--- src/rtl/multicycle_control_sequencer_if.sv ---
// Control bundle between the LEGv8 multi-cycle sequencer (master) and the datapath (slave).
// Optional illegal_op line exists only when MC_ILLEGAL_TRAP_EN is defined.
interface multicycle_control_sequencer_if #(
  parameter int RETIRE_W = 32
);
  logic                enable;
  logic [9:0]          opcode;
  logic                zero;
  logic                mem_ack;
  logic                pc_write;
  logic                pc_src;
  logic                ir_write;
  logic                reg_write_rf;
  logic                mem_read_dm;
  logic                mem_write_dm;
  logic                mux2;
  logic                mux3;
  logic [2:0]          alu_op;
  logic                branch;
  logic                mem_err;
  logic [RETIRE_W-1:0] retired;
  logic [2:0]          state_dbg;
`ifdef MC_ILLEGAL_TRAP_EN
  logic                illegal_op;
`endif

  // Memory handshake: mem_read_dm/mem_write_dm act as valid and stay high, with
  // address/data selects stable, until mem_ack (ready) is sampled high on a rising
  // edge; the transfer completes on that edge. mem_ack is ignored outside MEM.
  modport master (
    input  enable, opcode, zero, mem_ack,
`ifdef MC_ILLEGAL_TRAP_EN
    output illegal_op,
`endif
    output pc_write, pc_src, ir_write, reg_write_rf, mem_read_dm, mem_write_dm,
    output mux2, mux3, alu_op, branch, mem_err, retired, state_dbg
  );

  modport slave (
    output enable, opcode, zero, mem_ack,
`ifdef MC_ILLEGAL_TRAP_EN
    input  illegal_op,
`endif
    input  pc_write, pc_src, ir_write, reg_write_rf, mem_read_dm, mem_write_dm,
    input  mux2, mux3, alu_op, branch, mem_err, retired, state_dbg
  );
endinterface

--- src/rtl/multicycle_control_sequencer.sv ---
// Multi-cycle LEGv8 control FSM: FETCH/DECODE/EXEC/MEM/WB with memory-ack timeout
// and retired-instruction counter. Define MC_ILLEGAL_TRAP_EN to halt on illegal opcodes.
module multicycle_control_sequencer #(
  parameter int MEM_WAIT_MAX = 15,
  parameter int RETIRE_W     = 32
) (
  input logic                           clk,
  input logic                           reset,
  multicycle_control_sequencer_if.master bus
);

  typedef enum logic [2:0] {
    S_IDLE   = 3'd0,
    S_FETCH  = 3'd1,
    S_DECODE = 3'd2,
    S_EXEC   = 3'd3,
    S_MEM    = 3'd4,
    S_WB     = 3'd5,
    S_HALT   = 3'd6
  } state_t;

  typedef enum logic [2:0] {
    C_R, C_ADDI, C_LDUR, C_STUR, C_CBZ, C_ILL
  } cls_t;

  function automatic cls_t decode_cls(input logic [9:0] op);
    cls_t c;
    casez (op)
      10'b1000101100, 10'b1100101100,
      10'b1000101000, 10'b1010101000: c = C_R;
      10'b1001000100:                 c = C_ADDI;
      10'b1111100001:                 c = C_LDUR;
      10'b1111100000:                 c = C_STUR;
      10'b10110100??:                 c = C_CBZ;
      default:                        c = C_ILL;
    endcase
    return c;
  endfunction

  function automatic logic [2:0] decode_alu(input logic [9:0] op);
    logic [2:0] a;
    casez (op)
      10'b1100101100: a = 3'b110;
      10'b1000101000: a = 3'b000;
      10'b1010101000: a = 3'b001;
      10'b10110100??: a = 3'b111;
      10'b1000101100, 10'b1001000100,
      10'b1111100001, 10'b1111100000: a = 3'b010;
      default:        a = 3'b000;
    endcase
    return a;
  endfunction

  state_t              state, state_nx;
  logic [9:0]          op_q;
  logic [7:0]          wait_cnt;
  logic [RETIRE_W-1:0] retired_q;
  logic                mem_err_q;
  logic                retire_now;
  logic                timeout;
  state_t              eoi_state;
  cls_t                cls;
  cls_t                live_cls;
  logic [2:0]          alu_q;
  logic                imm_sel;

  assign cls      = decode_cls(op_q);
  assign live_cls = decode_cls(bus.opcode);
  assign alu_q    = decode_alu(op_q);
  assign imm_sel  = (cls == C_ADDI) || (cls == C_LDUR) || (cls == C_STUR);

  always_ff @(posedge clk or negedge reset) begin
    if (!reset) begin
      state     <= S_IDLE;
      op_q      <= '0;
      wait_cnt  <= '0;
      retired_q <= '0;
      mem_err_q <= 1'b0;
    end else begin
      state     <= state_nx;
      mem_err_q <= timeout;
      if (state == S_DECODE) op_q <= bus.opcode;
      if (state == S_MEM && state_nx == S_MEM) wait_cnt <= wait_cnt + 8'd1;
      else                                     wait_cnt <= '0;
      if (retire_now) retired_q <= retired_q + RETIRE_W'(1);
    end
  end

  always_comb begin
    state_nx   = state;
    retire_now = 1'b0;
    timeout    = 1'b0;
    eoi_state  = bus.enable ? S_FETCH : S_IDLE;
    case (state)
      S_IDLE:   if (bus.enable) state_nx = S_FETCH;
      S_FETCH:  state_nx = S_DECODE;
      S_DECODE: begin
        if (live_cls == C_ILL) begin
`ifdef MC_ILLEGAL_TRAP_EN
          state_nx = S_HALT;
`else
          state_nx = eoi_state;
`endif
        end else begin
          state_nx = S_EXEC;
        end
      end
      S_EXEC: begin
        case (cls)
          C_LDUR, C_STUR: state_nx = S_MEM;
          C_CBZ: begin
            state_nx   = eoi_state;
            retire_now = 1'b1;
          end
          default: state_nx = S_WB;
        endcase
      end
      S_MEM: begin
        // An ack in the final wait cycle still completes the transfer.
        if (bus.mem_ack) begin
          if (cls == C_LDUR) begin
            state_nx = S_WB;
          end else begin
            state_nx   = eoi_state;
            retire_now = 1'b1;
          end
        end else if (wait_cnt == 8'(MEM_WAIT_MAX - 1)) begin
          state_nx = eoi_state;
          timeout  = 1'b1;
        end
      end
      S_WB: begin
        state_nx   = eoi_state;
        retire_now = 1'b1;
      end
      S_HALT:  state_nx = S_HALT;
      default: state_nx = S_IDLE;
    endcase
  end

  always_comb begin
    bus.pc_write     = 1'b0;
    bus.pc_src       = 1'b0;
    bus.ir_write     = 1'b0;
    bus.reg_write_rf = 1'b0;
    bus.mem_read_dm  = 1'b0;
    bus.mem_write_dm = 1'b0;
    bus.mux2         = 1'b0;
    bus.mux3         = 1'b0;
    bus.alu_op       = 3'b000;
    bus.branch       = 1'b0;
    case (state)
      S_FETCH: begin
        bus.ir_write = 1'b1;
        bus.pc_write = 1'b1;
      end
      S_EXEC: begin
        bus.alu_op = alu_q;
        bus.mux3   = imm_sel;
        if (cls == C_CBZ) begin
          bus.branch   = 1'b1;
          bus.pc_write = bus.zero;
          bus.pc_src   = bus.zero;
        end
      end
      S_MEM: begin
        bus.alu_op       = 3'b010;
        bus.mux3         = 1'b1;
        bus.mem_read_dm  = (cls == C_LDUR);
        bus.mem_write_dm = (cls == C_STUR);
      end
      S_WB: begin
        bus.reg_write_rf = 1'b1;
        bus.mux2         = (cls == C_LDUR);
        bus.alu_op       = alu_q;
        bus.mux3         = imm_sel;
      end
      default: ;
    endcase
  end

  assign bus.mem_err   = mem_err_q;
  assign bus.retired   = retired_q;
  assign bus.state_dbg = state;
`ifdef MC_ILLEGAL_TRAP_EN
  assign bus.illegal_op = (state == S_HALT);
`endif

endmodule

--- src/flat_wrapper.sv ---
// flat-port wrapper written by rule: the top's interface ports become plain ports
module multicycle_control_sequencer_flat 
#(
  parameter int MEM_WAIT_MAX = 15,
  parameter int RETIRE_W     = 32
)
  (clk, reset, bus_enable, bus_opcode, bus_zero, bus_mem_ack, bus_pc_write, bus_pc_src, bus_ir_write, bus_reg_write_rf, bus_mem_read_dm, bus_mem_write_dm, bus_mux2, bus_mux3, bus_alu_op, bus_branch, bus_mem_err, bus_retired, bus_state_dbg);
  multicycle_control_sequencer_if #(.RETIRE_W(RETIRE_W)) bus_i ();
  input logic clk;
  input logic reset;
  input wire logic [$bits(bus_i.enable)-1:0] bus_enable;
  input wire logic [$bits(bus_i.opcode)-1:0] bus_opcode;
  input wire logic [$bits(bus_i.zero)-1:0] bus_zero;
  input wire logic [$bits(bus_i.mem_ack)-1:0] bus_mem_ack;
  output wire logic [$bits(bus_i.pc_write)-1:0] bus_pc_write;
  output wire logic [$bits(bus_i.pc_src)-1:0] bus_pc_src;
  output wire logic [$bits(bus_i.ir_write)-1:0] bus_ir_write;
  output wire logic [$bits(bus_i.reg_write_rf)-1:0] bus_reg_write_rf;
  output wire logic [$bits(bus_i.mem_read_dm)-1:0] bus_mem_read_dm;
  output wire logic [$bits(bus_i.mem_write_dm)-1:0] bus_mem_write_dm;
  output wire logic [$bits(bus_i.mux2)-1:0] bus_mux2;
  output wire logic [$bits(bus_i.mux3)-1:0] bus_mux3;
  output wire logic [$bits(bus_i.alu_op)-1:0] bus_alu_op;
  output wire logic [$bits(bus_i.branch)-1:0] bus_branch;
  output wire logic [$bits(bus_i.mem_err)-1:0] bus_mem_err;
  output wire logic [$bits(bus_i.retired)-1:0] bus_retired;
  output wire logic [$bits(bus_i.state_dbg)-1:0] bus_state_dbg;
  assign bus_i.enable = bus_enable;
  assign bus_i.opcode = bus_opcode;
  assign bus_i.zero = bus_zero;
  assign bus_i.mem_ack = bus_mem_ack;
  assign bus_pc_write = bus_i.pc_write;
  assign bus_pc_src = bus_i.pc_src;
  assign bus_ir_write = bus_i.ir_write;
  assign bus_reg_write_rf = bus_i.reg_write_rf;
  assign bus_mem_read_dm = bus_i.mem_read_dm;
  assign bus_mem_write_dm = bus_i.mem_write_dm;
  assign bus_mux2 = bus_i.mux2;
  assign bus_mux3 = bus_i.mux3;
  assign bus_alu_op = bus_i.alu_op;
  assign bus_branch = bus_i.branch;
  assign bus_mem_err = bus_i.mem_err;
  assign bus_retired = bus_i.retired;
  assign bus_state_dbg = bus_i.state_dbg;
  multicycle_control_sequencer #(.MEM_WAIT_MAX(MEM_WAIT_MAX), .RETIRE_W(RETIRE_W)) u_core (.clk(clk), .reset(reset), .bus(bus_i));
endmodule
--- config.mk ---
export PLATFORM = sky130hd
export DESIGN_NAME = multicycle_control_sequencer_flat
export DESIGN_NICKNAME = d
export VERILOG_FILES = /design/src/rtl/multicycle_control_sequencer_if.sv /design/src/rtl/multicycle_control_sequencer.sv /design/src/flat_wrapper.sv
export SDC_FILE = /design/constraint.sdc
export NUM_CORES = 1
export LEC_CHECK = 0
export ABC_CLOCK_PERIOD_IN_PS = 4000
export BUFFER_PORTS_ARGS = -buffer_cell sky130_fd_sc_hd__buf_2
export CAP_MARGIN = 20
export CORE_MARGIN = 4
export CORE_UTILIZATION = 30
export DETAILED_ROUTE_END_ITERATION = 8
export SYNTH_ARGS = -nofsm -noshare
export SYNTH_HDL_FRONTEND = slang
export SYNTH_SLANG_ARGS = --single-unit
--- constraint.sdc ---
create_clock -name clk -period 4 [get_ports clk]
set_clock_uncertainty 0.05 [all_clocks]
set_input_delay 0.2 -clock clk [delete_from_list [all_inputs] [get_ports clk]]
set_output_delay 0.2 -clock clk [all_outputs]
set_load 0.01 [all_outputs]
* Word level (Yosys, flattened, before mapping)
Cells that the tools add are included.
** Storage, ports and cells
- Logic and storage cells :: 75
- Flip-flop bits (word level) :: 54
** Operators by class
- Reduce and logical (&&, ||, !) cells :: 9
- Muxes and demuxes :: 30
- Add/sub/neg operators :: 2
- Equality and inequality tests :: 29
** Operators by type and width (number)
- equality test 10 bit (second input constant) :: 14
- adder 32 x 1 -> 32 bit (second input constant) :: 1
- case mux 3 bit (5 select lines) :: 2
- case mux 3 bit (7 select lines) :: 1
- equality test 3 bit (second input constant) :: 6
- equality test 8 bit (second input constant) :: 2
- two-way mux 1 bit :: 15
- two-way mux 3 bit :: 5
- equality test 3 x 2 -> 1 bit (second input constant) :: 4
- case mux 3 bit (2 select lines) :: 2
- case mux 3 bit (4 select lines) :: 1
- OR reduction 4 bit :: 3
- adder 8 x 1 -> 8 bit (second input constant) :: 1
- equality test 8 x 4 -> 1 bit (second input constant) :: 1
- two-way mux 8 bit :: 1
- equality test 3 x 1 -> 1 bit (second input constant) :: 2
- case mux 1 bit (2 select lines) :: 2
- OR reduction 2 bit :: 2
- logical NOT 3 bit :: 1
- case mux 1 bit (3 select lines) :: 1
- logical OR 1 bit :: 2
- logical AND 1 bit :: 1

* Longest topological paths before layout
Gate-level depths: netlist (run 1).
- Depth after elaboration :: 10
- Depth in mapped cells :: 7
- Depth with buffers taken out :: 5

* Worst setup path after synthesis (run 1)
OpenSTA, ideal clock, no wires.
- Path kind :: register to register
- Start :: register u_core.op_q[1]
- End :: register u_core.retired_q[31], in the netlist u_core.bus.retired[31]
- Slack :: 1.590 ns
- Period minus slack after synthesis :: 2.410 ns
- Path buffers :: 1
- Data arrival time :: 2.222 ns
- Stages on the path, launching flop included :: 7
- Required time :: 3.812 ns
- Path through :: dfrtp_1 -> or4b_1 -> or4_4 -> a311oi_2 -> buf_6 -> nor4_1 -> xor2_1
** On the way
- Word-level cells in the longest chain between the ends :: 7
- Elaborated cells on any way between the ends :: 15
- Classes of those cells :: eq/ne (9); mux (5); reduce/logical (1)
** RTL lines
- start, declared :: line multicycle_control_sequencer.sv:55 : logic [9:0] op_q;
- start signal, assigned :: line multicycle_control_sequencer.sv:82 : if (state == S_DECODE) op_q <= bus.opcode;
- equality test 10 bit :: line multicycle_control_sequencer.sv:28 : casez (op)
- OR reduction 4 bit :: line multicycle_control_sequencer.sv:28
- case mux 3 bit (5 select lines) * :: line multicycle_control_sequencer.sv:28
- equality test 3 x 2 -> 1 bit :: line multicycle_control_sequencer.sv:121 : if (cls == C_LDUR) begin
- two-way mux 1 bit :: line multicycle_control_sequencer.sv:121
- two-way mux 1 bit :: line multicycle_control_sequencer.sv:120 : if (bus.mem_ack) begin
- case mux 1 bit (3 select lines) * :: line multicycle_control_sequencer.sv:94 : case (state)
- end signal, assigned :: line multicycle_control_sequencer.sv:85 : if (retire_now) retired_q <= retired_q + RETIRE_W'(1);
- end, declared :: line multicycle_control_sequencer.sv:57 : logic [RETIRE_W-1:0] retired_q;
Every way passes the cells marked *; elsewhere a longest branch is shown, timed or not.
A chain may end at the register's enable or synchronous reset.

* Worst setup path in the final report (run 1)
- Start :: register u_core.op_q[1]
- End :: register u_core.retired_q[28], in the netlist u_core.bus.retired[28]
The elaborated chain is that of the path after synthesis.

==> impl_metrics.ini, run 1 <==
[status]
outcome = complete, no violations

[placed_design]
pre_cts_slack_ns = 1.06
hpwlAfterDp_um = 5030
portBuffers = 62
place_congestion = 0.773

[routing]
ant_nets = 0
vias = 2272
dr.pass1.iters = 4
viasPerCell = 5.06
drc = 0
post_drt_wl_per_cell_um = 15.1
routed_wl_um = 6760
drt_iter0_drc = 100

[synth]
yosysMostFrequentCell = dfrtp_1
synth_cell_types = 43
synth.area.top_cells = dfrtp_1 48%, xnor2_1 6.9%, xor2_1 4.7%, mux2_2 3.6%, nand4_1 3.4%
synth-simple-area-share_pct = 26.0
synth_common_cells = 54 x dfrtp_1, 22 x xnor2_1, 21 x nand2_1
yosysWarnings = 0
yosysTopAreaCell = dfrtp_1
syn_nets = 292
avgSynthCellArea_um2 = 10.2
synth_area_mm2 = 0.00279
synth_fa_ha_area_share_pct = 1.34
synth_compound_gate_area_share_pct = 6.86
ys_seq_elements = 54
async_reset_ff_share_pct = 100
synth_top_area_share_pct = 48.4
synth.area.mux_share_pct = 3.63
ys_seq_area_share_pct = 48.4
synth_top_family_by_area = simple AND/OR/NAND/NOR gates
synth_xor_area_share_pct = 11.6
synth_flop_cell = dfrtp_1
synth-edff-count = 0
synth_cells = 274

[critical_path]
cp.arrival_ns = 3.05
crit_cells = 5
crit_path_end_kind = flip-flop
slowest_stage = a311oi_2
cp-start-kind = flip-flop
reg2regPathDepth = 5
cp_top_family = simple AND/OR/NAND/NOR gates
path_cells = or4b_1 > or4_4 > a311oi_2 > nor4b_1 > xor2_1
worstPathBufferInverterCount = 0
crit_fanout = 13
worstPathRequired_ns = 4.13
cp_slowest_stage_delay_ns = 0.84
crit_type = flip-flop to flip-flop

[grt]
grt.overflow.total = 0
grt_pass1_wl_um = 11600
grt_antenna_before_repair = 0
grt_max_degree = 30
grt_pass1_vias = 2287
grt_usage_pct = 12.9

[timing]
worst_pin_slew_ns = 0.922
fmax_mhz = 342
rsz0062_at_grt = false
finalSetupViolations = 0
hold_slack_ns = 0.105
maxSlewViolCount = 0
period_needed_ns = 2.92
slew_headroom_pct = 38.5
period_share_pct = 73.0
hold_violations = 0
finalSetupTns_ns = 0
fin_ws_ns = 1.08

[clock_tree]
clk_pin_slew_worst_paths_ns = 0.10
cts.sinks = 54
post_cts_buffers = 0
cts_tree = done
clock_path_buffers = 2
numCtsBuffers = 5
clk_latency_ns = 0.30
ctsRootBufferMaster = clkbuf_8
htree_levels = 2

[layout]
fin_nets = 358
n_antenna_cell = 0
area_delta_synth_final_pct = 19.2
drive_above_1_share_pct = 25.5
fillers = 894

[floorplan]
die_y_um = 104
die_w_um = 104
fp.coreArea_mm2 = 0.00889
pin_count = 63
dieArea_mm2 = 0.0109
rows = 34
initial_core_util_pct = 31.4

[min_path]
min_path_type = input port to flip-flop
min_path_cells = 3

[run]
maxCapViolations = 0

[pwr]
p_total_mw = 1.53
vdd_drop_max_mv = 0.195
leakagePower_nw = 1.58
p_per_area_mw_per_mm2 = 459
==> placed cells by master, fill, tap and decap left out, types with 2 or more instances in the layout <==
| cell | count |
|---|---|
| buf_2 | 62 |
| dfrtp_1 | 54 |
| xnor2_1 | 22 |
| nand2_1 | 21 |
| nor2_1 | 16 |
| nand4_1 | 15 |
| xor2_1 | 15 |
| nor3_1 | 14 |
| nand3_1 | 14 |
| mux2_2 | 9 |
| and3_1 | 8 |
| nor2b_1 | 7 |
| nand2b_1 | 6 |
| o21ai_0 | 6 |
| a21oi_1 | 6 |
| clkbuf_8 | 6 |
| and2_1 | 5 |
| inv_1 | 5 |
| nor4_1 | 5 |
| nor4b_1 | 5 |
| buf_4 | 4 |
| nand3b_1 | 3 |
| a31oi_1 | 3 |
| ha_1 | 3 |
| nand4b_1 | 2 |
| o211ai_1 | 2 |
| a211oi_1 | 2 |
| a211o_1 | 2 |
| a21o_1 | 2 |
| or2_2 | 2 |
==> per-stage QoR <==
stage	utilization, %	cells	cell area, um^2
after detailed placement	36.3	440	3230
final	37.4	449	3330
after global routing	37.4	449	3330
after CTS	37.4	449	3330
after floorplan	-	274	2790
after global placement	36.3	440	3230
==> layout make-up <==
class                      count  area (um^2)  share of cell area [%]
multi-input combinational    207         1380                    41.5
sequential                    54         1350                    40.6
timing repair buffer          67          350                    10.5
tap                          108          135                    4.06
clock buffer                   7         86.3                    2.59
inverter                       5         18.8                   0.564
clock inverter                 1         5.00                   0.150
==> worst paths after layout <==
check,from,end,slack (ns)
worst min register to register,u_core.bus.retired[31]$_DFFE_PN0P_,u_core.bus.retired[31]$_DFFE_PN0P_,0.42
worst max-delay path,u_core.op_q[1]$_DFFE_PN0N_,u_core.bus.retired[28]$_DFFE_PN0P_,1.08
min in group asynchronous,reset,u_core.op_q[9]$_DFFE_PN0N_,0.37
max in group asynchronous,reset,u_core.wait_cnt[6]$_DFF_PN0_,2.73
worst max register to register,u_core.op_q[1]$_DFFE_PN0N_,u_core.bus.retired[28]$_DFFE_PN0P_,1.08
worst min-delay path,bus_opcode[0],u_core.op_q[0]$_DFFE_PN0N_,0.11
==> sequential cells by signal, summed over array words and instances (netlist names) <==
register,count
u_core.wait_cnt,8
u_core.bus.state_dbg,3
u_core.op_q,10
u_core.bus.retired,32
u_core.bus.mem_err,1
==> tightest hold or removal path: cells and delay by family <==
kind	cells	cell delay, ns
AOI/OAI and AO/OA	1	0.07
and+or+nand+nor	1	0.06
buffers and inverters	1	0.10
==> logic make-up (layout without fill, tap and decap cells) <==
kind of cell	count (synthesis)	in the layout
AO/OA/AOI/OAI	28	28
XOR/XNOR	37	37
adder cells (fa/ha/maj)	3	3
buffers and inverters	13	80
flip-flops	54	54
multiplexers	9	9
AND/OR/NAND/NOR	130	130
==> per-layer routing <==
metal | up-vias | share of wire [%] | track usage [%]
li1 | 1108 | - | -
met1 | 1116 | 49 | 17.9
met2 | 43 | 46 | 20.3
met3 | 5 | 4.2 | 2.48
met4 | 0 | 1.0 | 3.70
met5 | - | 0 | 0
==> power by group <==
part | leakage, nW | internal [mW] | switching (mW) | total [mW]
Sequential | 0.718 | 0.633 | 0.130 | 0.763
Clock | 0.0482 | 0.140 | 0.174 | 0.314
Combinational | 0.812 | 0.197 | 0.253 | 0.450
==> timing repair <==
item / in CTS / in global routing
endpoints found under the hold margin: 25 / 0
hold buffers: 1 / 0
endpoints found under the setup margin: 0 / 0
gates resized for setup: 0 / 0
(Power assumes the default switching activity.)
==> run 2: changes to the inputs <==
--- a/config.mk
+++ b/config.mk
@@ -5,7 +5,7 @@
 export SDC_FILE = /design/constraint.sdc
 export NUM_CORES = 1
 export LEC_CHECK = 0
-export ABC_CLOCK_PERIOD_IN_PS = 4000
+export ABC_CLOCK_PERIOD_IN_PS = 2400
 export BUFFER_PORTS_ARGS = -buffer_cell sky130_fd_sc_hd__buf_2
 export CAP_MARGIN = 20
 export CORE_MARGIN = 4
==> constraint.sdc (replaced) <==
create_clock -name clk -period 2.4 [get_ports clk]
set_clock_uncertainty 0.05 [all_clocks]
set_input_delay 0.12 -clock clk [delete_from_list [all_inputs] [get_ports clk]]
set_output_delay 0.12 -clock clk [all_outputs]
set_load 0.01 [all_outputs]
==> run 2 against run 1 <==
Effect of this change:
- the run now ends with setup timing left
- non-clock buffer count increased by 13
- combinational power increased by 120%
- die area unchanged
- cell area increased by 6.5%
- flip-flop and latch count unchanged
- routed wire length increased by 3.2%
- critical path depth increased by 1
- largest power group unchanged
==> impl_metrics.ini, run 2 (synthesis gave the netlist of run 1 again) <==
[timing]
hold_slack_ns = 0.0186
fin_ws_ns = -0.0257
maxSlewViolCount = 0
period_needed_ns = 2.43
fmax_mhz = 412
finalSetupViolations = 9
slew_headroom_pct = 52.0
hold_violations = 0
period_share_pct = 101
worst_pin_slew_ns = 0.720
finalSetupTns_ns = -0.0839
rsz0062_at_grt = true

[routing]
vias = 2356
drc = 0
ant_nets = 0
dr.pass1.iters = 4
routed_wl_um = 6980
post_drt_wl_per_cell_um = 15.1
drt_iter0_drc = 95
viasPerCell = 5.10

[clock_tree]
cts.sinks = 54
clk_pin_slew_worst_paths_ns = 0.11
clk_latency_ns = 0.32
htree_levels = 2
ctsRootBufferMaster = clkbuf_8
cts_tree = done
numCtsBuffers = 5
clock_path_buffers = 2

[placed_design]
hpwlAfterDp_um = 5070
pre_cts_slack_ns = -0.0213
place_congestion = 0.746
portBuffers = 62
dpl_cell_area_mm2 = 0.00335

[layout]
final_cell_area_mm2 = 0.00354
area_delta_synth_final_pct = 26.9
fin_nets = 371
fillers = 894
drive_above_1_share_pct = 30.2
layout_commonest_cell = buf_2
n_antenna_cell = 0
largest_reg_flops = 32
final_cell_mix = 62 x buf_2, 54 x dfrtp_1, 22 x xnor2_1

[floorplan]
fp.coreArea_mm2 = 0.00889
dieArea_mm2 = 0.0109
die_y_um = 104
pin_count = 63
rows = 34
die_w_um = 104
initial_core_util_pct = 31.4

[grt]
grt_pass1_vias = 2375
grt_pass1_wl_um = 11700
grt_antenna_before_repair = 0
grt_max_degree = 30
grt.overflow.total = 0
grt_usage_pct = 13.0

[critical_path]
worstPathRequired_ns = 2.58
crit_type = flip-flop to flip-flop
path_cells = or4b_4 > or4_4 > a311o_1 > buf_12 > nand4b_1 > xnor2_1
crit_path_end_kind = flip-flop
slowest_stage = or4_4
crit_fanout = 20
cp-start-kind = flip-flop
cp.arrival_ns = 2.61
cp_slowest_stage_delay_ns = 0.56

[pwr]
vdd_drop_max_mv = 0.292
p_per_area_mw_per_mm2 = 818
p_total_mw = 2.90
leakagePower_nw = 1.67

[min_path]
min_path_type = input port to flip-flop

[run]
maxCapViolations = 0

[status]
outcome = finished with violations
violations = setup timing
[run 2: cell count changes in the layout (fill, tap and decap cells not counted), sizes merged]
cell	change
clkinv	-1
clkbuf	-1
inv	+1
bufinv	+1
dlygate4sd3	+1
buf	+12
[run 2: repair_timing]
action                     in CTS  in global routing
setup buffers                   0                  2
setup endpoints to repair      23                 34
gates resized for setup         4                  4
hold buffers                    1                  1
pin swaps                       1                  1
hold endpoints to repair       28                  1
gates cloned                    0                  0
[run 2: cell type report]
cell class	instances	area, um^2	share of cell area [%]
clock buffers	6	82.6	2.33
repair buffers	80	488	13.8
clock inverters	2	38.8	1.09
multi-input cells	207	1430	40.3
flip-flops and latches	54	1350	38.1
well taps	108	135	3.81
inverters	5	18.8	0.530
[run 2: final timing paths]
kind                                                     from                                  to  slack [ns]  depth (start not counted)
hold / removal                                  bus_opcode[1]          u_core.op_q[1]$_DFFE_PN0N_        0.02                          2
setup reg to reg                   u_core.op_q[1]$_DFFE_PN0N_  u_core.bus.retired[17]$_DFFE_PN0P_       -0.03                          6
max in group asynchronous                               reset  u_core.bus.retired[14]$_DFFE_PN0P_        1.37                          3
hold reg to reg            u_core.bus.retired[31]$_DFFE_PN0P_  u_core.bus.retired[31]$_DFFE_PN0P_        0.43                          1
setup / recovery                   u_core.op_q[1]$_DFFE_PN0N_  u_core.bus.retired[17]$_DFFE_PN0P_       -0.03                          6
min in group asynchronous                               reset          u_core.op_q[7]$_DFFE_PN0N_        0.33                          2
[run 2: power breakdown]
group	internal, mW	switching (mW)	leakage, nW
Combinational	0.469	0.544	0.894
Sequential	1.06	0.165	0.718
Clock	0.344	0.322	0.0618
[run 2: stage by stage]
| step | utilization (%) | std cells |
|---|---|---|
| floorplan | - | 274 |
| global placement | 37.7 | 450 |
| detailed placement | 37.7 | 450 |
| CTS | 39.4 | 459 |
| global route | 39.9 | 462 |
| finish | 39.9 | 462 |
[run 2: critical path: cells and delay by family (launching register included)]
family	cells	cell delay, ns
flops	1	0.40
xor+xnor	1	0.13
simple gates	3	1.21
compound gates	1	0.37
buf+inv	1	0.17
[run 2: metal layers]
| metal | routed length, um | up-vias | part of all wire, % | track usage, % |
|---|---|---|---|---|
| li1 | - | 1144 | - | - |
| met2 | 3310 | 46 | 47 | 21.3 |
| met3 | 271 | 10 | 3.9 | 3.10 |
| met1 | 3250 | 1156 | 47 | 16.3 |
| met4 | 144 | 0 | 2.1 | 5.60 |
| met5 | 0 | - | 0 | 0 |
==> run 3: changes to the inputs <==
--- a/config.mk
+++ b/config.mk
@@ -5,9 +5,11 @@
 export SDC_FILE = /design/constraint.sdc
 export NUM_CORES = 1
 export LEC_CHECK = 0
+export ABC_AREA = 1
 export ABC_CLOCK_PERIOD_IN_PS = 2400
 export BUFFER_PORTS_ARGS = -buffer_cell sky130_fd_sc_hd__buf_2
 export CAP_MARGIN = 20
+export CORE_ASPECT_RATIO = 1.2
 export CORE_MARGIN = 4
 export CORE_UTILIZATION = 30
 export DETAILED_ROUTE_END_ITERATION = 8
==> run 3 against run 2 <==
Effect of this change:
- the flow now finishes without violations
- highest routed layer unchanged
- critical path depth is the same
- sequential power barely moved
- area after synthesis grew 26%
- synthesized cell count rose by 84%
- via count grew 43%
- critical path type is now flip-flop to output port
- setup slack gained 0.47 ns
- cell area grew 16%
- maximum frequency rose by 24%
- utilization is 3.2 points lower
- non-clock buffer count shrank 12
- sequential share of layout area fell by 5.3 points
- combinational power fell by 16%
==> impl_metrics.ini, run 3 <==
[routing]
drc = 0
vias = 3363
viasPerCell = 4.66
ant_nets = 0
routed_wl_um = 9140
drt_iter0_drc = 148
post_drt_wl_per_cell_um = 12.7
dr.pass1.iters = 5

[placed_design]
hpwlAfterDp_um = 7140
placed_cells = 714
portBuffers = 62
place_congestion = 0.957

[timing]
finalSetupTns_ns = 0
finalSetupViolations = 0
period_needed_ns = 1.96
rsz0062_at_grt = false
maxSlewViolCount = 0
period_share_pct = 81.6
fmax_mhz = 510
hold_slack_ns = 0.0312
slew_headroom_pct = 46.2
hold_violations = 0
worst_pin_slew_ns = 0.807

[critical_path]
crit_path_end_kind = output port
r2r_slack_ns = 0.51
crit_type = flip-flop to output port
crit_fanout = 5
cp.arrival_ns = 1.79
worstPathRequired_ns = 2.23
cp-start-kind = flip-flop

[synth]
synth_area_mm2 = 0.00350
yosysMostFrequentCell = nand2_1
avgSynthCellArea_um2 = 6.96
yosysWarnings = 0
syn_nets = 521
synth_fa_ha_area_share_pct = 1.07
synth-edff-count = 0
ys_seq_area_share_pct = 38.6
synth_cells = 503
synth_compound_gate_area_share_pct = 3.29
synth-simple-area-share_pct = 42.4
ys_seq_elements = 54
synth_top_area_share_pct = 38.6
yosysTopAreaCell = dfrtp_1
synth.area.mux_share_pct = 0
synth_cell_types = 27
synth_common_cells = 178 x nand2_1, 56 x nor2_1, 55 x nand3_1
synth_top_family_by_area = simple AND/OR/NAND/NOR gates
synth.area.top_cells = dfrtp_1 39%, nand2_1 19%, nand3_1 7.9%, nor2_1 6.0%, xor2_1 5.5%
async_reset_ff_share_pct = 100
synth_xor_area_share_pct = 7.50
synth_flop_cell = dfrtp_1

[grt]
grt_antenna_before_repair = 0
grt_max_degree = 37
grt_pass1_vias = 3319
grt.overflow.total = 0
grt_pass1_wl_um = 15600
grt_usage_pct = 13.8

[floorplan]
initial_core_util_pct = 31.2
pin_count = 63
die_y_um = 126
rows = 42
dieArea_mm2 = 0.0135
die_w_um = 107
fp.coreArea_mm2 = 0.0112

[layout]
drive_above_1_share_pct = 16.5
largest_reg_flops = 32
stdcell_count = 722
multi_input_area_mm2 = 0.00190
area_delta_synth_final_pct = 17.6
layout.area.seq_mm2 = 0.00135
fillers = 1228
fin_nets = 586
layout_commonest_cell = nand2_1
n_antenna_cell = 0
final_cell_mix = 178 x nand2_1, 62 x buf_2, 56 x nor2_1

[pwr]
leakagePower_nw = 2.12
vdd_drop_max_mv = 0.393
p_comb_share_pct = 30.9
seqPwrFrac_pct = 44.0
p_int_mw = 1.70
power_switching_mw = 1.04
switching_share_pct = 38.0
p_per_area_mw_per_mm2 = 665
clkPwrFrac_pct = 25.0

[clock_tree]
clk_latency_ns = 0.29
cts_resized = 0
clock_path_buffers = 2
clk_pin_slew_worst_paths_ns = 0.07
cts.sinks = 54
htree_levels = 2
post_cts_buffers = 0
numCtsBuffers = 5
holdBufCountCts = 1
cts_tree = done
ctsRootBufferMaster = clkbuf_16

[min_path]
min_path_type = input port to flip-flop

[run]
maxCapViolations = 0

[status]
outcome = complete, no violations
[run 3: changes by cell type in the layout (fill, tap and decap cells not counted), moves of 7 or more]
| cell | before | now |
|---|---|---|
| nand2_1 | 21 | 178 |
| nand3_1 | 14 | 55 |
| inv_1 | 5 | 45 |
| nor2_1 | 16 | 56 |
| xnor2_1 | 22 | 8 |
| mux2_2 | 9 | 0 |
| and3_1 | 8 | 0 |
| buf_4 | 13 | 5 |
| o21ai_0 | 6 | 14 |
| nor2b_1 | 7 | 0 |
| xor2_1 | 15 | 22 |
[run 3: logic make-up (layout without fill, tap and decap cells)]
logic type | count (synthesis) | in the layout
xor+xnor | 30 | 30
buf+inv | 59 | 124
compound gates | 21 | 21
simple gates | 336 | 336
fa+ha+maj | 3 | 3
flops | 54 | 54
[run 3: critical path, stage by stage (launching register included)]
cell and delay [ns]:
dfrtp_1 0.40, nor2_1 0.33, nand3_1 0.11, nor3_1 0.27, a31oi_1 0.09, o21ai_0 0.15
buf_2 0.15
[run 3: final timing paths]
check / from / to / cells after the start
setup reg to reg: u_core.op_q[4]$_DFFE_PN0N_ / u_core.bus.retired[22]$_DFFE_PN0P_ / 8
min in group asynchronous: reset / u_core.bus.retired[8]$_DFFE_PN0P_ / 2
setup / recovery: u_core.op_q[8]$_DFFE_PN0N_ / bus_mux3 / 6
hold reg to reg: u_core.wait_cnt[0]$_DFF_PN0_ / u_core.wait_cnt[0]$_DFF_PN0_ / 1
max in group asynchronous: reset / u_core.op_q[3]$_DFFE_PN0N_ / 3
hold / removal: bus_opcode[9] / u_core.op_q[9]$_DFFE_PN0N_ / 3
[run 3: per-layer routing]
| layer | track usage (%) | part of all wire, % |
|---|---|---|
| met5 | 0 | 0 |
| met4 | 2.41 | 0.88 |
| met3 | 2.18 | 5.6 |
| met2 | 25.6 | 51 |
| met1 | 17.0 | 43 |
[run 3: power by group through the flow]
stage,sequential [mW],clock (mW),combinational (mW)
after floorplan,1.20,0,0.608
after global placement,1.21,0,0.837
after detailed placement,1.22,0,0.857
after CTS,1.20,0.713,0.859
after global routing,1.22,0.754,0.963
final,1.21,0.685,0.847
[run 3: area by class of cell]
cell class / instances / share of cell area, %
inverters: 49 / 4.47
well taps: 154 / 4.68
clock buffers: 7 / 3.22
flip-flops and latches: 54 / 32.8
repair buffers: 68 / 8.69
multi-input cells: 390 / 46.1
[run 3: per-stage QoR]
| step | total power [mW] | cell area [um^2] | utilization, % | setup slack (ns) |
|---|---|---|---|---|
| 6_report | 2.74 | 4120 | 36.6 | 0.441 |
| 5_1_grt | 2.94 | 4120 | 36.6 | 0.210 |
| 4_1_cts | 2.77 | 4120 | 36.6 | 0.434 |
| 3_5_place_dp | 2.07 | 3980 | 35.4 | 0.485 |
| 3_3_place_gp | 2.05 | 3980 | 35.4 | 0.551 |
| 2_1_floorplan | 1.81 | 3500 | - | 0.773 |
